<file path="config.mk">
export PLATFORM = sky130hd
export DESIGN_NAME = spi_dac_dpot_tx
export DESIGN_NICKNAME = d
export VERILOG_FILES = /design/src/rtl/spi_dac_dpot_tx_pkg.sv /design/src/rtl/spi_dac_dpot_tx_phase_tick.sv /design/src/rtl/spi_dac_dpot_tx.sv
export SDC_FILE = /design/constraint.sdc
export NUM_CORES = 1
export LEC_CHECK = 0
export BUFFER_PORTS_ARGS = -buffer_cell sky130_fd_sc_hd__clkbuf_2
export CORE_MARGIN = 2
export CORE_UTILIZATION = 30
export DETAILED_ROUTE_END_ITERATION = 16
export GPL_TIMING_DRIVEN = 0
export PLACE_DENSITY = 0.51
export RECOVER_POWER = 50
export SYNTH_ARGS = -nofsm -noshare
export SYNTH_HDL_FRONTEND = slang
export SYNTH_HIERARCHICAL = 1
export SYNTH_SLANG_ARGS = --single-unit
</file>
<file path="constraint.sdc">
create_clock -name clk_i -period 3.71 [get_ports clk_i]
set_clock_uncertainty 0.15 [all_clocks]
set_input_delay 0.1855 -clock clk_i [delete_from_list [all_inputs] [get_ports clk_i]]
set_output_delay 0.1855 -clock clk_i [all_outputs]
set_load 0.05 [all_outputs]
</file>
<file path="src/rtl/spi_dac_dpot_tx_pkg.sv">
// ---------------------------------------------------------------------------
// spi_dac_dpot_tx_pkg
// Shared types and constants for the DAC / digital-potentiometer serial
// transmitter: FSM state encoding, frame target selector and the default
// frame lengths.
// ---------------------------------------------------------------------------
package spi_dac_dpot_tx_pkg;

  localparam int DAC_BITS_DEF  = 16;
  localparam int DPOT_BITS_DEF = 8;

  typedef enum logic [1:0] {
    ST_IDLE  = 2'd0,
    ST_SETUP = 2'd1,
    ST_SHIFT = 2'd2,
    ST_END   = 2'd3
  } state_e;

  typedef enum logic {
    TGT_DAC  = 1'b0,
    TGT_DPOT = 1'b1
  } target_e;

endpackage

</file>
<file path="src/rtl/spi_dac_dpot_tx_phase_tick.sv">
// ---------------------------------------------------------------------------
// spi_phase_tick
// Clock divider for the serial bus. While en_i is high it counts CLK_DIV
// clk cycles and pulses tick_o on the last cycle of each phase, then
// reloads. While en_i is low the counter is held cleared, so the first
// phase after enabling is always a full CLK_DIV cycles long.
//
// Ports:
//   clk_i   system clock
//   rst_i   asynchronous active-high reset
//   en_i    count enable
//   tick_o  1-cycle phase-end strobe
// ---------------------------------------------------------------------------
module spi_phase_tick #(
  parameter int CLK_DIV = 2
) (
  input  logic clk_i,
  input  logic rst_i,
  input  logic en_i,
  output logic tick_o
);

  localparam int CW = (CLK_DIV > 1) ? $clog2(CLK_DIV) : 1;
  localparam logic [CW-1:0] LAST = CW'(CLK_DIV - 1);

  logic [CW-1:0] cnt_q;
  logic [CW-1:0] cnt_d;

  // Next count: clear when idle, reload at the phase end, else increment.
  always_comb begin
    cnt_d = cnt_q;
    if (!en_i) begin
      cnt_d = '0;
    end else if (cnt_q == LAST) begin
      cnt_d = '0;
    end else begin
      cnt_d = cnt_q + CW'(1);
    end
  end

  // Divider count register.
  always_ff @(posedge clk_i or posedge rst_i) begin
    if (rst_i) begin
      cnt_q <= '0;
    end else begin
      cnt_q <= cnt_d;
    end
  end

  assign tick_o = en_i && (cnt_q == LAST);

endmodule

</file>
<file path="src/rtl/spi_dac_dpot_tx.sv">
// ---------------------------------------------------------------------------
// spi_dac_dpot_tx
// Serial output stage for a DAC and four digital potentiometers sharing one
// three-wire bus. A start request in IDLE latches the word, then the FSM
// walks SETUP (select low, MSB on sdo), SHIFT (N sclk periods, data changes
// on the falling edge) and END (select released, done pulse).
//
// All bus outputs are registered from the current FSM state, so they appear
// one clock after the state that produces them; this gives the select its
// "start edge + 1" timing and lines done up with the select release.
//
// Ports:
//   clk_i, rst_i         clock, asynchronous active-high reset
//   dac_start_i          1-cycle request to send dac_word_i (wins ties)
//   dac_word_i           DAC word, MSB first
//   dpot_start_i         1-cycle request to send dpot_word_i
//   dpot_word_i          wiper value, MSB first
//   dpot_sel_i           potentiometer index 0..3
//   busy_o               frame in progress
//   done_o               1-cycle end-of-frame pulse
//   sclk_o, sdo_o        serial clock (idles low) and data
//   dac_sync_n_o         DAC frame sync, active low
//   dpot_cs_n_o          potentiometer chip selects, one-hot active low
// ---------------------------------------------------------------------------
module spi_dac_dpot_tx
  import spi_dac_dpot_tx_pkg::*;
#(
  parameter int CLK_DIV   = 2,
  parameter int DAC_BITS  = DAC_BITS_DEF,
  parameter int DPOT_BITS = DPOT_BITS_DEF
) (
  input  logic                 clk_i,
  input  logic                 rst_i,
  input  logic                 dac_start_i,
  input  logic [DAC_BITS-1:0]  dac_word_i,
  input  logic                 dpot_start_i,
  input  logic [DPOT_BITS-1:0] dpot_word_i,
  input  logic [1:0]           dpot_sel_i,
  output logic                 busy_o,
  output logic                 done_o,
  output logic                 sclk_o,
  output logic                 sdo_o,
  output logic                 dac_sync_n_o,
  output logic [3:0]           dpot_cs_n_o
);

  localparam int BW = $clog2(DAC_BITS + 1);

  state_e              state_q, state_d;
  target_e             tgt_q, tgt_d;
  logic [1:0]          sel_q, sel_d;
  logic [DAC_BITS-1:0] shreg_q, shreg_d;
  logic [BW-1:0]       bit_cnt_q, bit_cnt_d;
  logic                phase_hi_q, phase_hi_d;

  logic                busy_q, busy_d;
  logic                done_q, done_d;
  logic                sclk_q, sclk_d;
  logic                sdo_q, sdo_d;
  logic                sync_n_q, sync_n_d;
  logic [3:0]          cs_n_q, cs_n_d;

  logic                frame_s;
  logic                tick_s;

  assign frame_s = (state_q == ST_SETUP) || (state_q == ST_SHIFT);

  spi_phase_tick #(
    .CLK_DIV (CLK_DIV)
  ) u_phase_tick (
    .clk_i  (clk_i),
    .rst_i  (rst_i),
    .en_i   (frame_s),
    .tick_o (tick_s)
  );

  // FSM next-state, word latch, shift register and bit counter.
  always_comb begin
    state_d    = state_q;
    tgt_d      = tgt_q;
    sel_d      = sel_q;
    shreg_d    = shreg_q;
    bit_cnt_d  = bit_cnt_q;
    phase_hi_d = phase_hi_q;
    case (state_q)
      ST_IDLE: begin
        if (dac_start_i) begin
          shreg_d   = dac_word_i;
          tgt_d     = TGT_DAC;
          bit_cnt_d = BW'(DAC_BITS);
          state_d   = ST_SETUP;
        end else if (dpot_start_i) begin
          // Left-justify the wiper word so the MSB sits at the shift output.
          shreg_d   = DAC_BITS'(dpot_word_i) << (DAC_BITS - DPOT_BITS);
          sel_d     = dpot_sel_i;
          tgt_d     = TGT_DPOT;
          bit_cnt_d = BW'(DPOT_BITS);
          state_d   = ST_SETUP;
        end else begin
          state_d = ST_IDLE;
        end
      end
      ST_SETUP: begin
        if (tick_s) begin
          state_d    = ST_SHIFT;
          phase_hi_d = 1'b1;
        end else begin
          state_d = ST_SETUP;
        end
      end
      ST_SHIFT: begin
        if (tick_s) begin
          if (phase_hi_q) begin
            // Falling sclk edge: one bit consumed; present the next bit
            // unless this was the last one.
            phase_hi_d = 1'b0;
            bit_cnt_d  = bit_cnt_q - BW'(1);
            if (bit_cnt_q != BW'(1)) begin
              shreg_d = {shreg_q[DAC_BITS-2:0], 1'b0};
            end else begin
              shreg_d = shreg_q;
            end
          end else if (bit_cnt_q == '0) begin
            state_d = ST_END;
          end else begin
            phase_hi_d = 1'b1;
          end
        end else begin
          state_d = ST_SHIFT;
        end
      end
      ST_END: begin
        state_d = ST_IDLE;
      end
      default: begin
        state_d = ST_IDLE;
      end
    endcase
  end

  // Output decode from the current state; registered below.
  always_comb begin
    busy_d   = (state_d != ST_IDLE);
    done_d   = (state_q == ST_END);
    sclk_d   = (state_q == ST_SHIFT) && phase_hi_q;
    sdo_d    = 1'b0;
    sync_n_d = 1'b1;
    cs_n_d   = 4'b1111;
    if (frame_s) begin
      sdo_d = shreg_q[DAC_BITS-1];
      if (tgt_q == TGT_DAC) begin
        sync_n_d = 1'b0;
      end else begin
        cs_n_d = ~(4'b0001 << sel_q);
      end
    end else begin
      sdo_d = 1'b0;
    end
  end

  // Control state registers.
  always_ff @(posedge clk_i or posedge rst_i) begin
    if (rst_i) begin
      state_q    <= ST_IDLE;
      tgt_q      <= TGT_DAC;
      sel_q      <= 2'd0;
      shreg_q    <= '0;
      bit_cnt_q  <= '0;
      phase_hi_q <= 1'b0;
    end else begin
      state_q    <= state_d;
      tgt_q      <= tgt_d;
      sel_q      <= sel_d;
      shreg_q    <= shreg_d;
      bit_cnt_q  <= bit_cnt_d;
      phase_hi_q <= phase_hi_d;
    end
  end

  // Registered bus and status outputs.
  always_ff @(posedge clk_i or posedge rst_i) begin
    if (rst_i) begin
      busy_q   <= 1'b0;
      done_q   <= 1'b0;
      sclk_q   <= 1'b0;
      sdo_q    <= 1'b0;
      sync_n_q <= 1'b1;
      cs_n_q   <= 4'b1111;
    end else begin
      busy_q   <= busy_d;
      done_q   <= done_d;
      sclk_q   <= sclk_d;
      sdo_q    <= sdo_d;
      sync_n_q <= sync_n_d;
      cs_n_q   <= cs_n_d;
    end
  end

  assign busy_o       = busy_q;
  assign done_o       = done_q;
  assign sclk_o       = sclk_q;
  assign sdo_o        = sdo_q;
  assign dac_sync_n_o = sync_n_q;
  assign dpot_cs_n_o  = cs_n_q;

endmodule

</file>
==> summary.txt <==
post-CTS setup buffer count - 0
RePlAce Congestion - 0.6988
antenna cell count - 0
Setup-failing EPs final - 0
Detailed Place HPWL - 2.692 mm
CTS tree - built
fin crit share - 74.01%
worst IR drop on VDD - 376.4 uV
Ys Warns - 6
synthesized area per cell - 11.15 sq um
drt pass-1 iters - 4
Synth area leader - dfrtp_1
status - complete, no violations
Reg clk slew, reported paths - 80 ps
CP Capture Type - flip-flop
Hold WC Path Type - input port to flip-flop
antenna violations before repair - 0
fmax - 364.2 MHz
global route overflow - 0
EDFF count, synth - 0
die area - 7128 sq um
io pins - 39
vias in the first global route - 1393
cell family with most CP delay - compound AO/OA/AOI/OAI gates
Max-Cap Viols - 0
drt wl/cell - 12.27 microns
H-tree levels - 2
maximum clock path buffer count - 2
Slew HR - 10.71%
fin. max-slew vios - 0
port bufs - 37
Critical Path Fanout Max - 10
WHS Path Cells - 3
Critical Path, Cell by Cell - inv_1 > ha_1 > and2_2 > nand2_2 > a211o_4 > a31oi_4 > buf_12 > mux2_4
Reg2Reg Depth - 8
met1 usage - 15.85%
Post-CTS Hold Buffers - 4
DP Area - 2222 sq um
RSZ-0062 raised after global routing - false
Worst path max stage delay - 400 ps
drt via density - 4.587
crit path launch type - flip-flop
Site Rows - 29
DRC Markers - 0
Die H - 84.43 microns
Synth Net Count - 212
core area - 6314 sq um
area grow syn2layout - 23.34%
final WL - 3.682 mm
FF+latch count, synth - 37
first-pass GRT wire length - 6.596 mm
GR peak layer - met2
slowest CP cell - dfrtp_1
mapped cell area - 1941 sq um
largest net degree at the start of global routing - 37
TritonCTS buffer count - 5
Synth Flop Type - dfrtp_1
clk_lat worst skew - 290 ps
Root Driver - clkbuf_8
fin area - 2394 sq um
Crit Path Class - flip-flop to flip-flop
Synth cell types - 41
Final ANT Viol Nets - 0
CTS Sinks - 37
fillcell total - 640
CP required - 3730 ps
WP buf/inv - 2
post-synthesis sequential area ratio - 48.03%
final hold violation count - 0
commonest non-fill, non-tap cells in the layout - 32 x dfrtp_1, 32 x clkbuf_2, 21 x nand2_1, 14 x o21ai_0, 11 x inv_1
async set or reset register ratio after synthesis - 100.0%
main area contributors after synthesis - dfrtp_1 41%, mux2_4 7.0%, dfstp_2 6.8%
total negative setup slack - 0 ps
Power Density - 861.9 nW/um^2
Die X - 84.43 microns
Total GRT Usage - 11.50%
Worst Tran Pin Value - 1338 ps
cell count after synthesis - 174
Arrival @ worst endpoint - 2770 ps
# nets final - 260
Post-CTS Resized - 0
Initial Utilization - 30.74%
initial DRC count - 34
Lkg Pwr - 1.115 nW
proportion of layout cells with a drive suffix above 1 - 32.74%
met3 Track Usage GR - 2.655%
post-route minimum period - 2746 ps
top cell type's share of synthesized area - 41.26%
Critical Path Stages - 8
Via Count - 1376
M2 GR Usage - 17.89%
==> metrics by stage <==
| stage | util [%] | power (mW) | cells | setup slack (ps) | hold WS [ps] |
|---|---|---|---|---|---|
| 4_1_cts | 38.01 | 2.100 | 300 | 937.8 | 77.08 |
| 2_1_floorplan | - | 1.473 | 174 | 1267 | -235.8 |
| 3_5_place_dp | 35.20 | 1.665 | 288 | 958.7 | -119.8 |
| 6_report | 37.91 | 2.063 | 300 | 964.1 | 83.96 |
| 5_1_grt | 37.91 | 2.224 | 300 | 809.4 | 78.74 |
| 3_3_place_gp | 35.20 | 1.648 | 288 | 973.2 | -134.8 |
==> power by group <==
group	switching (mW)	internal (mW)
Combinational	0.498	0.447
Sequential	0.104	0.591
Clock	0.152	0.271
==> synth_stat cells, drive strengths merged (2+ instances only) <==
library cell,number
inv,11
buf,4
a31oi,2
nor3b,2
dfstp,5
a22o,5
mux2,17
mux2i,9
or3,2
a21oi,6
ha,8
nor2,8
nand2,22
nand2b,2
o21ai,14
and2b,2
nand4,2
and2,3
clkbuf,5
dfrtp,32
==> cells by family after synthesis <==
family,share of synthesized area [%]
AO/OA/AOI/OAI,11.99
XOR/XNOR,0.4514
adder cells (fa/ha/maj),5.158
buffers and inverters,4.836
flip-flops,48.03
multiplexers,16.25
AND/OR/NAND/NOR,13.28
==> worst register-to-register path, delay by kind of cell (launching register included) <==
| kind | cells | cell delay (ps) |
|---|---|---|
| simple gates | 2 | 350 |
| mux | 1 | 310 |
| fa+ha+maj | 1 | 390 |
| compound gates | 2 | 740 |
| buf+inv | 2 | 300 |
| flops | 1 | 400 |
==> registers in the layout (all words and copies together) (netlist names) <==
signal and flops:
dac_sync_n_o 1, phase_hi_q 1, busy_o 1, sdo_o 1
bit_cnt_q 5, sclk_o 1, tgt_q 1, sel_q 2
u_phase_tick/cnt_q 1, done_o 1, state_q 2, dpot_cs_n_o 4
shreg_q 16
==> layout make-up <==
type                            instances  area [sq um]  area share (%)
Clock buffer                            5         68.82           2.875
Sequential cell                        37         932.1           38.94
Tap cell                               77         96.34           4.025
Inverter                               11         41.29           1.725
Timing Repair Buffer                   41         219.0           9.148
Multi-Input combinational cell        117         914.6           38.21
Clock inverter                          3         68.82           2.875
Buffer                                  9         52.55           2.196
==> metal layers <==
layer  wire length, microns  part of all wire, %  up-vias
met5                      0                    0        -
met4                     47                  1.3        0
met3                    164                  4.5        7
met2                   1673                   45       32
met1                   1796                   49      645
li1                       -                    -      692
==> final timing paths <==
kind,endpoint,from,slack (ps)
setup / recovery,shreg_q[7]$_DFFE_PP0P_,state_q[0]$_DFF_PP0_,960
hold / removal,shreg_q[4]$_DFFE_PP0P_,dac_word_i[4],80
setup reg to reg,shreg_q[7]$_DFFE_PP0P_,state_q[0]$_DFF_PP0_,960
hold reg to reg,dpot_cs_n_o[1]$_DFF_PP1_,sel_q[0]$_DFFE_PP0P_,310
max in group asynchronous,shreg_q[10]$_DFFE_PP0P_,rst_i,1950
min in group asynchronous,u_phase_tick/cnt_q$_DFF_PP0_,rst_i,110
Power figures use the tool's default switching activity.
